[src/rtl/count_wrap_monitor.sv]
// Wrap/period monitor for a free-running up-counter.
// Optional per-edge sequence check: COUNT_WRAP_MONITOR_STEP_CHECK_EN.
module count_wrap_monitor (
  input  logic       clk,
  input  logic       rst_n,
  input  logic [3:0] cnt_in,
  input  logic [3:0] exp_mod,
  input  logic       clr,
  output logic       wrap_pulse,
  output logic [4:0] period_len,
  output logic       period_valid,
  output logic [7:0] wrap_count,
  output logic       locked,
  output logic       err_flag
);

  typedef enum logic [1:0] {
    IDLE,
    SYNC,
    LOCK,
    FAULT
  } state_t;

  state_t     state_q;
  logic [3:0] prev_q;
  logic [3:0] exp_q;
  logic [4:0] cyc_q;
  logic [4:0] cyc_d;
  logic [4:0] plen_q;
  logic [7:0] wcnt_q;
  logic       wp_q;
  logic       pv_q;

  logic       wrap;
  logic [4:0] exp_p1;
  logic       per_bad;
  logic       stall;
  logic       step_bad;
  logic       lock_fault;

  // A wrap needs a prior sample, which exists in every state but IDLE.
  assign wrap = (state_q != IDLE) && (cnt_in < prev_q);

  assign exp_p1  = {1'b0, exp_q} + 5'd1;
  assign per_bad = (cyc_q != exp_p1);
  assign stall   = (cyc_d == 5'd31);

`ifdef COUNT_WRAP_MONITOR_STEP_CHECK_EN
  logic [3:0] step_exp;

  // Next legal counter value given the captured terminal value.
  always_comb begin
    step_exp = prev_q + 4'd1;
    if (prev_q == exp_q) step_exp = 4'd0;
  end

  assign step_bad = (cnt_in != step_exp);
`else
  assign step_bad = 1'b0;
`endif

  // Period mismatch on a wrap, stall otherwise, plus optional step check.
  assign lock_fault = (wrap ? per_bad : stall) | step_bad;

  // Cycles-since-wrap counter, restarting at 1 and saturating at 31.
  always_comb begin
    cyc_d = cyc_q;
    if (wrap) begin
      cyc_d = 5'd1;
    end else if (cyc_q != 5'd31) begin
      cyc_d = cyc_q + 5'd1;
    end
  end

  // Monitor FSM with all measurement state and registered outputs.
  always_ff @(posedge clk or negedge rst_n) begin
    if (!rst_n) begin
      state_q <= IDLE;
      prev_q  <= 4'd0;
      exp_q   <= 4'd0;
      cyc_q   <= 5'd0;
      plen_q  <= 5'd0;
      wcnt_q  <= 8'd0;
      wp_q    <= 1'b0;
      pv_q    <= 1'b0;
    end else begin
      prev_q <= cnt_in;
      wp_q   <= 1'b0;
      pv_q   <= 1'b0;
      if (clr) begin
        state_q <= SYNC;
        wcnt_q  <= 8'd0;
        plen_q  <= 5'd0;
        cyc_q   <= 5'd0;
      end else begin
        cyc_q <= cyc_d;
        unique case (state_q)
          IDLE: begin
            state_q <= SYNC;
          end
          SYNC: begin
            if (wrap) begin
              state_q <= LOCK;
              exp_q   <= exp_mod;
              wp_q    <= 1'b1;
            end
          end
          LOCK: begin
            if (wrap) begin
              wp_q   <= 1'b1;
              pv_q   <= 1'b1;
              plen_q <= cyc_q;
              wcnt_q <= wcnt_q + 8'd1;
            end
            if (lock_fault) state_q <= FAULT;
          end
          FAULT: begin
            if (wrap) wp_q <= 1'b1;
          end
          default: state_q <= IDLE;
        endcase
      end
    end
  end

  assign wrap_pulse   = wp_q;
  assign period_valid = pv_q;
  assign period_len   = plen_q;
  assign wrap_count   = wcnt_q;
  assign locked       = (state_q == LOCK);
  assign err_flag     = (state_q == FAULT);

endmodule

[config.mk]
export PLATFORM = sky130hd
export DESIGN_NAME = count_wrap_monitor
export DESIGN_NICKNAME = d
export VERILOG_FILES = /design/src/rtl/count_wrap_monitor.sv
export SDC_FILE = /design/constraint.sdc
export NUM_CORES = 1
export LEC_CHECK = 0
export CAP_MARGIN = 20
export CORE_MARGIN = 2
export CORE_UTILIZATION = 40
export CTS_CLUSTER_SIZE = 10
export DETAILED_ROUTE_END_ITERATION = 10
export GPL_TIMING_DRIVEN = 0
export PLACE_DENSITY = 0.65
export REMOVE_ABC_BUFFERS = 1
export SLEW_MARGIN = 20
export SYNTH_ARGS = -nofsm -noshare
export SYNTH_HDL_FRONTEND = slang
export SYNTH_SLANG_ARGS = --single-unit
[constraint.sdc]
create_clock -name clk -period 1.8 [get_ports clk]
set_input_delay 0.27 -clock clk [delete_from_list [all_inputs] [get_ports clk]]
set_output_delay 0.27 -clock clk [all_outputs]
set_load 0.005 [all_outputs]
==> run_results.csv, run 1 <==
group,metric,value,unit
global_route,grtUsageMet2,30.05,%
yosys,yosys.area.top_type,"dfrtp_1",
clock_tree,clock-sinks,30,
clock_tree,cts_buffers,5,
min_path,worstHoldPathType,"input port to async pin",
yosys,synth-seq-cells,30,
yosys,synth_cells,159,
placement,dp_hpwl,2361,um
setup_path,critPathArrivalTime,2.03,ns
global_route,grt.total_usage,18.06,%
run,cap_violations,0,
routing,drt-vias-per-instance,5.439,
yosys,synth_top_cells_by_count,"30 x dfrtp_1, 20 x nor2_1, 12 x xnor2_1",
yosys,ys_types,44,
floorplan,die_area,0.004752,mm^2
floorplan,dieWidth,68.94,um
timing,fmax,0.5302,GHz
clock_tree,clk_pin_slew,0.06,ns
clock_tree,clock_path_buffers,2,
timing,hold_ws,0.02050,ns
routing,drtIter0Drc,98,
setup_path,critical_path_class,"flop to flop",
clock_tree,ctsHoldBuffers,0,
routing,wl_per_cell,15.28,um
outcome,violations,"setup timing",
floorplan,num_io_pins,28,
yosys,yosys_warnings,0,
timing,finalHoldViolCount,0,
clock_tree,cts_tree,"done",
yosys,synth_async_sr_flop_share,100.0,%
global_route,grt_pass1_vias,1350,
placement,dp_slack,-0.8097,ns
routing,wl,3866,um
floorplan,die_h,68.94,um
yosys,synth-main-ff-cell,"dfrtp_1",
yosys,synth_top_area_share,44.51,%
timing,worstMarginPinSlew,0.6610,ns
pwr,p_sw,788.2,uW
setup_path,crit_required,1.94,ns
pwr,power.total,2.322,mW
clock_tree,cts_htree_levels,2,
timing,final.setup.tns,-0.2723,ns
timing,finalCritPeriodShare,104.8,%
setup_path,endpoint_kind,"flop",
finish,area_delta_synth_final,38.06,%
timing,slew_headroom,55.93,%
finish,n_antenna_cell,0,
pwr,p_sw_share,33.95,%
global_route,gr-usage-met1,23.13,%
global_route,grt_pass1_wl,6272,um
finish,fill_cells,354,
timing,final.setup_skew,0.003514,ns
setup_path,path_max_fanout,7,
yosys,yosysMostFrequentCell,"dfrtp_1",
yosys,synthTopCellsByArea,"dfrtp_1 45%, ha_1 8.2%, xnor2_1 6.2%",
yosys,ys_seq_area_share,44.51,%
global_route,met3_usage,4.545,%
timing,setup_viol_count_final,10,
global_route,grt_antenna_before_repair,0,
yosys,synth_edf_count,0,
pwr,power_frac_comb,39.4,%
timing,period_needed,1.886,ns
pwr,peakVddDrop,523.9,uV
routing,ant_nets,0,
outcome,outcome,"finished with violations",
clock_tree,clk_latency,0.28,ns
floorplan,core,0.004029,mm^2
setup_path,critPathLaunchType,"flop",
pwr,pwr-share-clk,24.1,%
global_route,grt_max_degree,31,
finish,final_core_util,57.79,%
global_route,grt_remaining_overflow,0,
finish,drive_gt1_share,30.05,%
yosys,post_synth.cell_area_avg,10.61,um^2
finish,final_nets,224,
routing,drc,0,
timing,rsz0062_at_grt,"true",
timing,setup_slack,-0.08602,ns
routing,num_vias,1376,
floorplan,row_count,23,
placement,io_buffers,27,
pwr,p_per_area,997.1,mW/mm^2
clock_tree,root_buffer,"clkbuf_8",
routing,firstDrtPassIters,4,
pwr,power_leakage,1.003,nW
pwr,seq_power_share,36.5,%
pwr,power.internal,1.533,mW
yosys,synth_area,0.001687,mm^2
timing,slew_violations,0,
global_route,grt.busiest_layer,"met2",
placement,gpl.final_weighted_congestion,0.8628,
floorplan,start_util,41.86,%
[placed cells by master (no fill, tap or decap), types with 2 or more instances in the layout]
cell type        count
mux2_2               4
xnor2_1             12
a21oi_1              6
nor3_1               3
ha_2                 3
nor2_1              19
inv_2                3
buf_4               12
dfrtp_1             28
nand2_1              8
dlygate4sd2_1        3
nand3_1              7
ha_1                 4
ha_4                 4
nor3_2               2
nand4_1              3
xor2_1               2
inv_1                6
clkdlybuf4s50_1     22
dfrtp_2              2
buf_6                3
mux2i_1              6
clkbuf_8             6
[kinds of logic after synthesis]
kind of cell | Yosys count | share of synthesized area, %
multiplexers | 10 | 6.231
adder cells (fa/ha/maj) | 11 | 8.160
buffers and inverters | 15 | 4.377
flip-flops | 30 | 44.51
XOR/XNOR | 14 | 7.270
AO/OA/AOI/OAI | 24 | 12.54
AND/OR/NAND/NOR | 55 | 16.91
[power by group through the flow]
stage               Combinational, mW  Sequential [mW]  Clock, mW
floorplan                       0.492            0.843          0
global placement                0.626            0.860          0
detailed placement              0.656            0.867          0
CTS                             0.862            0.835      0.571
global route                    0.989            0.858      0.609
finish                          0.915            0.848      0.559
[final timing paths]
path                                            from                         to  slack [ns]  depth (start not counted)
max reg2reg                   state_q[1]$_DFFE_PN0P_  wrap_count[5]$_DFFE_PN0P_       -0.09                          8
min reg2reg                period_len[1]$_DFFE_PN0P_  period_len[1]$_DFFE_PN0P_        0.53                          2
max in group asynchronous                      rst_n         cyc_q[1]$_DFF_PN0_        1.31                          1
min in group clk                           cnt_in[1]        prev_q[1]$_DFF_PN0_        0.25                          1
max                           state_q[1]$_DFFE_PN0P_  wrap_count[5]$_DFFE_PN0P_       -0.09                          8
min                                            rst_n  wrap_count[3]$_DFFE_PN0P_        0.02                          1
[metrics by stage]
step / cells / area, um^2
after global placement: 230 / 1979
after floorplan: 153 / 1647
after detailed placement: 230 / 1974
after global routing: 253 / 2328
final: 253 / 2328
after CTS: 251 / 2283
[critical path, cell delays in order, from the launching register on]
cell and delay, ns:
dfrtp_1 0.40, inv_2 0.09, ha_2 0.21, a211oi_4 0.29, o211ai_4 0.20, buf_4 0.18
nor3_2 0.17, xnor2_1 0.14, nor2_1 0.06
[cell type report]
cell class              count  area, um^2  share of cell area [%]
multi-input cells         114        1001                   42.99
well taps                  50       62.56                   2.687
repair buffers             42       386.6                   16.60
inverters                   9       33.78                   1.451
clock buffers               7       86.33                   3.708
clock inverters             1       5.005                  0.2149
flip-flops and latches     30       753.2                   32.35
[registers in the layout, indices dropped and copies added (netlist names)]
register and cells:
period_len 5, prev_q 4, wrap_count 8, wrap_pulse 1, period_valid 1, exp_q 4
state_q 2, cyc_q 5
[what timing repair did]
action / CTS / global route
pin swaps: 13 / 5
setup endpoints to repair: 21 / 19
buffers inserted: 13 / 2
cloned: 0 / 0
gates resized for setup: 33 / 6
[layer usage]
metal,vias to the layer above,part of all wire [%]
met5,-,0
met4,0,1.5
met3,10,5.3
met2,49,50
met1,668,43
li1,649,-
Note: power is estimated with default switching activity, not from simulation.
==> run 2: changes to the inputs <==
CORE_ASPECT_RATIO = 1.25   (was unset)
PLACE_DENSITY = unset   (was 0.65)
RECOVER_POWER = 25   (was unset)
clock period = 2 ns   (was 1.8 ns; I/O delays follow)
==> run 2 against run 1 <==
Compared with the run above:
- the flow finishes with violations (capacitance limit, slew limit)
- critical endpoint is now locked
- first-iteration DRC count fell by 39%
- via count fell by 4.6%
- die area barely moved
- count of clock-buffer cells in the layout fell by 1
- critical path depth fell by 5
- wire length fell by 8.1%
- clock power fell by 8.8%
- clock skew rose by 0.0045 ns
- global-route usage fell by 1.3 points
- total power fell by 16%
- cell area fell by 5.4%
- sequential power fell by 9.0%
==> run_results.csv, run 2 (synthesis results as in run 1) <==
group,metric,value,unit
pwr,power_leakage,0.9264,nW
pwr,p_per_area,888.8,mW/mm^2
setup_path,path_max_fanout,6,
placement,dp_hpwl,2517,um
routing,drtIter0Drc,60,
finish,drive_gt1_share,22.05,%
clock_tree,cts_buffers,5,
finish,mostFrequentLayoutCell,"dfrtp_1",
floorplan,dieWidth,62.08,um
setup_path,crit_required,1.70,ns
routing,drt-vias-per-instance,5.231,
finish,area_delta_synth_final,30.64,%
run,cap_violations,1,
outcome,violations,"capacitance limit, slew limit",
routing,firstDrtPassIters,4,
routing,num_vias,1313,
timing,final.setup_skew,0.008002,ns
floorplan,die_h,76.60,um
timing,rsz0062_at_grt,"true",
finish,multi_input_area,927.1,um^2
finish,n_antenna_cell,0,
global_route,grt_pass1_wl,6058,um
routing,wl,3551,um
floorplan,row_count,26,
clock_tree,root_buffer,"clkbuf_8",
finish,largest_reg_flops,8,
routing,wl_met1,1478,um
timing,setup_slack,0.04906,ns
finish,seq_area,753.2,um^2
clock_tree,clk_latency,0.28,ns
routing,ant_nets,0,
global_route,grt_max_degree,31,
floorplan,num_io_pins,28,
placement,io_buffers,27,
clock_tree,clock-sinks,30,
clock_tree,cts_htree_levels,2,
clock_tree,clock_path_buffers,2,
setup_path,cp_top_family,"buffers and inverters",
setup_path,critPathArrivalTime,1.65,ns
global_route,grt.total_usage,16.77,%
finish,final_nets,216,
setup_path,worstPathCellList,"inv_1, ha_2, clkdlybuf4s50_1",
timing,worstMarginPinSlew,1.585,ns
clock_tree,cts_tree,"done",
finish,mostFrequentLayoutCells,"28 x dfrtp_1, 22 x clkdlybuf4s50_1, 19 x nor2_1",
timing,finalCritPeriodShare,97.55,%
setup_path,cp_slowest_cell,"clkdlybuf4s50_1",
setup_path,critical_path_class,"flop to output pin",
min_path,worstHoldPathType,"input port to flop",
timing,setup_viol_count_final,0,
clock_tree,ctsHoldBuffers,0,
setup_path,cpPeakStageDelay,0.53,ns
routing,route.met3.wl,124,um
routing,wl_per_cell,14.15,um
global_route,grt_remaining_overflow,0,
placement,dp_cells,236,
floorplan,die_area,0.004755,mm^2
setup_path,critPathLaunchType,"flop",
outcome,outcome,"finished with violations",
routing,drc,0,
routing,dr_wl_met2,1911,um
timing,fmax,0.5126,GHz
placement,dp_slack,-0.6294,ns
placement,gpl.final_weighted_congestion,0.8228,
global_route,grt_antenna_before_repair,0,
clock_tree,clk_pin_slew,0.06,ns
setup_path,worst-path-buf-inv,2,
routing,highest_layer,"met4",
setup_path,endpoint_kind,"output pin",
timing,slew_headroom,-5.692,%
timing,period_needed,1.951,ns
pwr,peakVddDrop,527.0,uV
timing,finalHoldViolCount,0,
global_route,grt_pass1_vias,1304,
finish,fin_cells,251,
floorplan,core,0.004066,mm^2
floorplan,start_util,41.48,%
timing,slew_violations,31,
finish,fill_cells,379,
[run 2: worst register-to-register path, cell delays in order, from the launching register on]
cell	delay, ns
dfrtp_2	0.43
inv_1	0.10
ha_2	0.22
a211oi_4	0.30
o211ai_4	0.21
nor4_2	0.35
xnor2_1	0.15
nor2_1	0.05
[run 2: area by class of cell]
cell class / instances / area share (%)
multi-input combinational: 114 / 42.08
sequential: 30 / 34.19
timing repair buffer: 34 / 14.71
clock buffer: 6 / 3.748
tap: 56 / 3.180
inverter: 9 / 1.533
clock inverter: 2 / 0.5679
[run 2: timing repair]
item                                    in CTS  in global routing
buffers inserted                             3                  4
pin swaps                                    3                  6
resized for setup                            8                 11
endpoints found under the setup margin      19                 18
[run 2: per-layer routing]
metal  vias to the layer above  track usage (%)
met2                        35            28.44
li1                        625                -
met4                         0            5.745
met1                       651            19.74
met5                         -                0
met3                         2            4.075
[run 2: through the flow]
| step | TNS [ns] | hold WS [ns] | power [mW] | utilization [%] | cell area [um^2] |
|---|---|---|---|---|---|
| after floorplan | 0 | 0.004409 | 1.201 | - | 1647 |
| after global placement | -7.682 | 0.5102 | 1.339 | 48.86 | 1987 |
| after CTS | -0.09168 | 0.07963 | 1.923 | 52.46 | 2133 |
| final | 0 | 0.3482 | 1.958 | 54.18 | 2203 |
| after detailed placement | -8.711 | 0.3804 | 1.378 | 48.74 | 1982 |
| after global routing | -0.03886 | 0.3472 | 2.077 | 54.18 | 2203 |
[run 2: path summary, 6_finish.rpt]
path | startpoint | to | slack (ns) | cells past startpoint
worst min register to register | period_len[1]$_DFFE_PN0P_ | period_len[1]$_DFFE_PN0P_ | 0.53 | 2
max in group asynchronous | rst_n | state_q[0]$_DFFE_PN0P_ | 0.55 | 1
worst max-delay path | state_q[0]$_DFFE_PN0P_ | locked | 0.05 | 3
min in group asynchronous | rst_n | exp_q[3]$_DFFE_PN0P_ | 0.41 | 1
worst max register to register | state_q[0]$_DFFE_PN0P_ | wrap_count[7]$_DFFE_PN0P_ | 0.06 | 7
worst min-delay path | cnt_in[1] | prev_q[1]$_DFF_PN0_ | 0.35 | 1
[run 2: report_power, final]
group          switching, mW  leakage, nW  internal (mW)
logic                  0.335        0.488          0.341
registers             0.0908        0.391          0.682
clock network          0.234       0.0472          0.276
==> edit 1 (flow settings as in run 2) <==
Build with the macro `COUNT_WRAP_MONITOR_STEP_CHECK_EN` defined.
--- a/src/rtl/count_wrap_monitor.sv
+++ b/src/rtl/count_wrap_monitor.sv
@@ -2,2 +2,4 @@
 // Optional per-edge sequence check: COUNT_WRAP_MONITOR_STEP_CHECK_EN.
+`define COUNT_WRAP_MONITOR_STEP_CHECK_EN
+
 module count_wrap_monitor (
Check against the original RTL: not equivalent (Yosys sat finds a counterexample within 4 cycles, from zero or initial values and one cycle with rst_n low).
==> edit 1 against run 2 <==
- the run ends with max-capacitance violations, max-slew violations, negative setup slack left
- total power is 17% higher
- design area is 17% higher
- critical endpoint is now state_q[1]
- largest power group is now combinational logic
- routed wire length is 17% higher
- setup slack worse by 0.059 ns
- global-route usage is 1.1 points higher
- area after synthesis is 5.8% higher
- register-to-register slack worse by 0.07 ns
- sequential cell count stayed put
==> edit 1: results (changes against run 2) <==
* Status: finished, violations left
* Failing checks: max-capacitance violations, max-slew violations, negative setup slack
* M2 GR Usage at 0.334 (+0.0493)
* Met2 routed WL at 2.32 mm (+22%)
* Post-place setup slack at -0.748 ns (-0.118 ns)
* Yosys cell types at 40 (-9.1%)
* PostCTS Resize Cnt at 23 (+15)
* Seq/Total Area, Yosys at 0.421 (-0.0243)
* Seq power at 799 µW (+3.5%)
* Share of layout cells above drive strength 1 at 0.327 (+0.107)
* Fill cell count at 363 (-4.2%)
* Met1 WL at 1.60 mm (+8.5%)
* Avg Synthesized Cell Area at 10.3 µm² (-3.3%)
* Max-Cap Viols at 1 (unchanged)
* Avg Vias per Cell at 5.21 (-0.47%)
* Drt initial violations at 31 (-48%)
* GR Layer Usage met3 at 0.0487 (+0.00796)
* GRT Util Overall at 0.178 (+0.0105)
* CP max stage cell: dfrtp_2
* CP max stage delay at 0.43 ns (-0.10 ns)
* Clock skew at 0.00501 ns (-0.00300 ns)
* Placer Congestion at 0.835 (+1.5%)
* First-pass GRT wire length at 6.90 mm (+14%)
* Post-Place Cells at 252 (+6.8%)
* GR Layer Usage met1 at 0.188 (-0.00968)
* Net Sw Frac at 0.332 (-0.00436)
* Final Setup Violations at 1 (+1)
* DP HPWL at 2.72 mm (+7.9%)
* Final Slew Violations at 31 (unchanged)
* Drt total wl at 4.15 mm (+17%)
* Internal power at 1.52 mW (+17%)
* WL met3 at 135 µm (+8.9%)
* Worst slew margin at -0.0730 (-0.0161)
* Worst-path fanout max at 3 (-3)
* Synth top area cells: dfrtp_1 42%, ha_1 8.4%, xnor2_1 8.3%
* Postcts setup bufs at 13 (+10)
* Final worst setup slack at -0.00988 ns (-0.0589 ns)
## edit 1: cell count changes after synthesis, moves of 2 or more
| cell | run 2 | this run |
|---|---|---|
| nor3b_1 | 1 | 3 |
| buf_6 | 2 | 0 |
| xnor2_1 | 12 | 17 |
| nor3_1 | 5 | 8 |
| a211oi_1 | 1 | 4 |
| nand3_1 | 7 | 4 |
| nand2_1 | 9 | 7 |
| clkbuf_1 | 2 | 4 |
| nand2b_1 | 1 | 4 |
| mux2i_1 | 6 | 8 |
| or2_2 | 0 | 2 |
| and3b_1 | 0 | 2 |
## edit 1: area by class of cell
| type | count | area, µm² | area share |
|---|---|---|---|
| timing repair buffer | 49 | 427 | 0.166 |
| multi-input combinational | 127 | 1180 | 0.461 |
| sequential | 30 | 759 | 0.295 |
| clock inverter | 1 | 5.00 | 0.00195 |
| tap | 58 | 72.6 | 0.0282 |
| inverter | 9 | 36.3 | 0.0141 |
| clock buffer | 7 | 86.3 | 0.0336 |
## edit 1: path summary, 6_finish.rpt
path / slack, ns / startpoint / endpoint
max in group asynchronous: 0.53 / rst_n / state_q[0]
worst max register to register: -0.01 / cyc_q[1] / state_q[1]
worst min-delay path: 0.21 / cnt_in[2] / prev_q[2]
worst max-delay path: -0.01 / cyc_q[1] / state_q[1]
min in group asynchronous: 0.42 / rst_n / period_len[3]
worst min register to register: 0.53 / period_len[1] / period_len[1]
## edit 1: cell families (layout without fill, tap and decap cells)
kind of cell    after synthesis  count (layout)  share of synthesized area
buf+inv                      17              66                     0.0449
flops                        30              30                      0.421
compound gates               22              22                     0.0912
xor+xnor                     21              21                      0.111
fa+ha+maj                    12              12                     0.0841
mux                          12              12                     0.0701
simple gates                 60              60                      0.178
==> edit 2 (settings of run 2) <==
Made on the original files. Encoding of `state_t`: now Gray code (2 bits for 4 states).
--- a/src/rtl/count_wrap_monitor.sv
+++ b/src/rtl/count_wrap_monitor.sv
@@ -17,6 +17,6 @@
   typedef enum logic [1:0] {
-    IDLE,
-    SYNC,
-    LOCK,
-    FAULT
+    IDLE  = 2'b00,
+    SYNC  = 2'b01,
+    LOCK  = 2'b11,
+    FAULT = 2'b10
   } state_t;
Check against the original RTL: no difference found for any inputs over 10 cycles, from zero or initial values and one cycle with rst_n low; not proved beyond that.
==> edit 2 against run 2 <==
- the flow finishes with violations (max-capacitance violations, max-slew violations, negative setup slack)
- area after synthesis fell by 13%
- design area fell by 13%
- setup slack worse by 0.069 ns
- routed wire length decreased by 15%
- sequential cell count did not move
- first-iteration DRC count is 28% lower
Power is not compared: it rests on default switching activity, and its combinational part moved more than twofold at a synthesized area within 25%.
==> edit 2: results (changes against run 2) <==
* Synth Area in Compound Gates at 0.169 (+0.0437)
* Failing checks: max-capacitance violations, max-slew violations, negative setup slack
* CP Class: input pin to register
* Status: finished, violations left
* Worst Tran Pin Value at 1.61 ns (+0.0284 ns)
* Multi-input combinational area share at 0.371 (-0.0502)
* Signal inverters at 7 (-2)
* CP max stage cell: or4_4
* Multi-In Gates at 96 (-16%)
* Clock skew at 0.00430 ns (-0.00370 ns)
* Worst-path fanout max at 5 (-1)
* Max-Cap Viols at 1 (unchanged)
* Final Slew Violations at 31 (unchanged)
* Reg-to-Reg Start: prev_q[1]
* Seq/Total Area, Yosys at 0.510 (+0.0647)
* Clock network share of area at 0.0475 (+0.00431)
* R2r setup slk at 0.01 ns (-0.05 ns)
* Final non-clock buffer share at 0.153 (+0.00572)
* CP max stage delay at 0.57 ns (+0.04 ns)
* Register area at 751 µm² (-0.33%)
* Non-Filler Instances at 210 (-16%)
* Final worst setup slack at -0.0196 ns (-0.0686 ns)
* Post-DR wirelength/cell at 14.3 µm (+1.3%)
* Share of layout cells above drive strength 1 at 0.152 (-0.0685)
* Final Setup Violations at 1 (+1)
* Final TNS setup at -0.0196 ns (-0.0196 ns)
## edit 2: logic make-up (layout without fill, tap and decap cells)
logic type | count (synthesis) | after routing
AO/OA/AOI/OAI | 39 | 39
adder cells (fa/ha/maj) | 6 | 6
buffers and inverters | 12 | 45
multiplexers | 4 | 4
AND/OR/NAND/NOR | 39 | 39
XOR/XNOR | 8 | 8
flip-flops | 30 | 30
## edit 2: routing by layer
| metal | vias up | wire (µm) | global-route usage |
|---|---|---|---|
| met4 | 0 | 40 | 0.0646 |
| met2 | 20 | 1610 | 0.278 |
| met5 | - | 0 | 0 |
| li1 | 573 | - | - |
| met1 | 551 | 1230 | 0.182 |
| met3 | 4 | 124 | 0.0542 |
## edit 2: worst min-delay path by stage
stage                         end  cells after the start  slack [ns]
floorplan                cyc_q[0]                      0       0.004
global placement    period_len[3]                      1        0.49
detailed placement  wrap_count[4]                      1        0.38
CTS                 wrap_count[4]                      1        0.07
global route            prev_q[1]                      1        0.33
finish                  prev_q[1]                      1        0.32
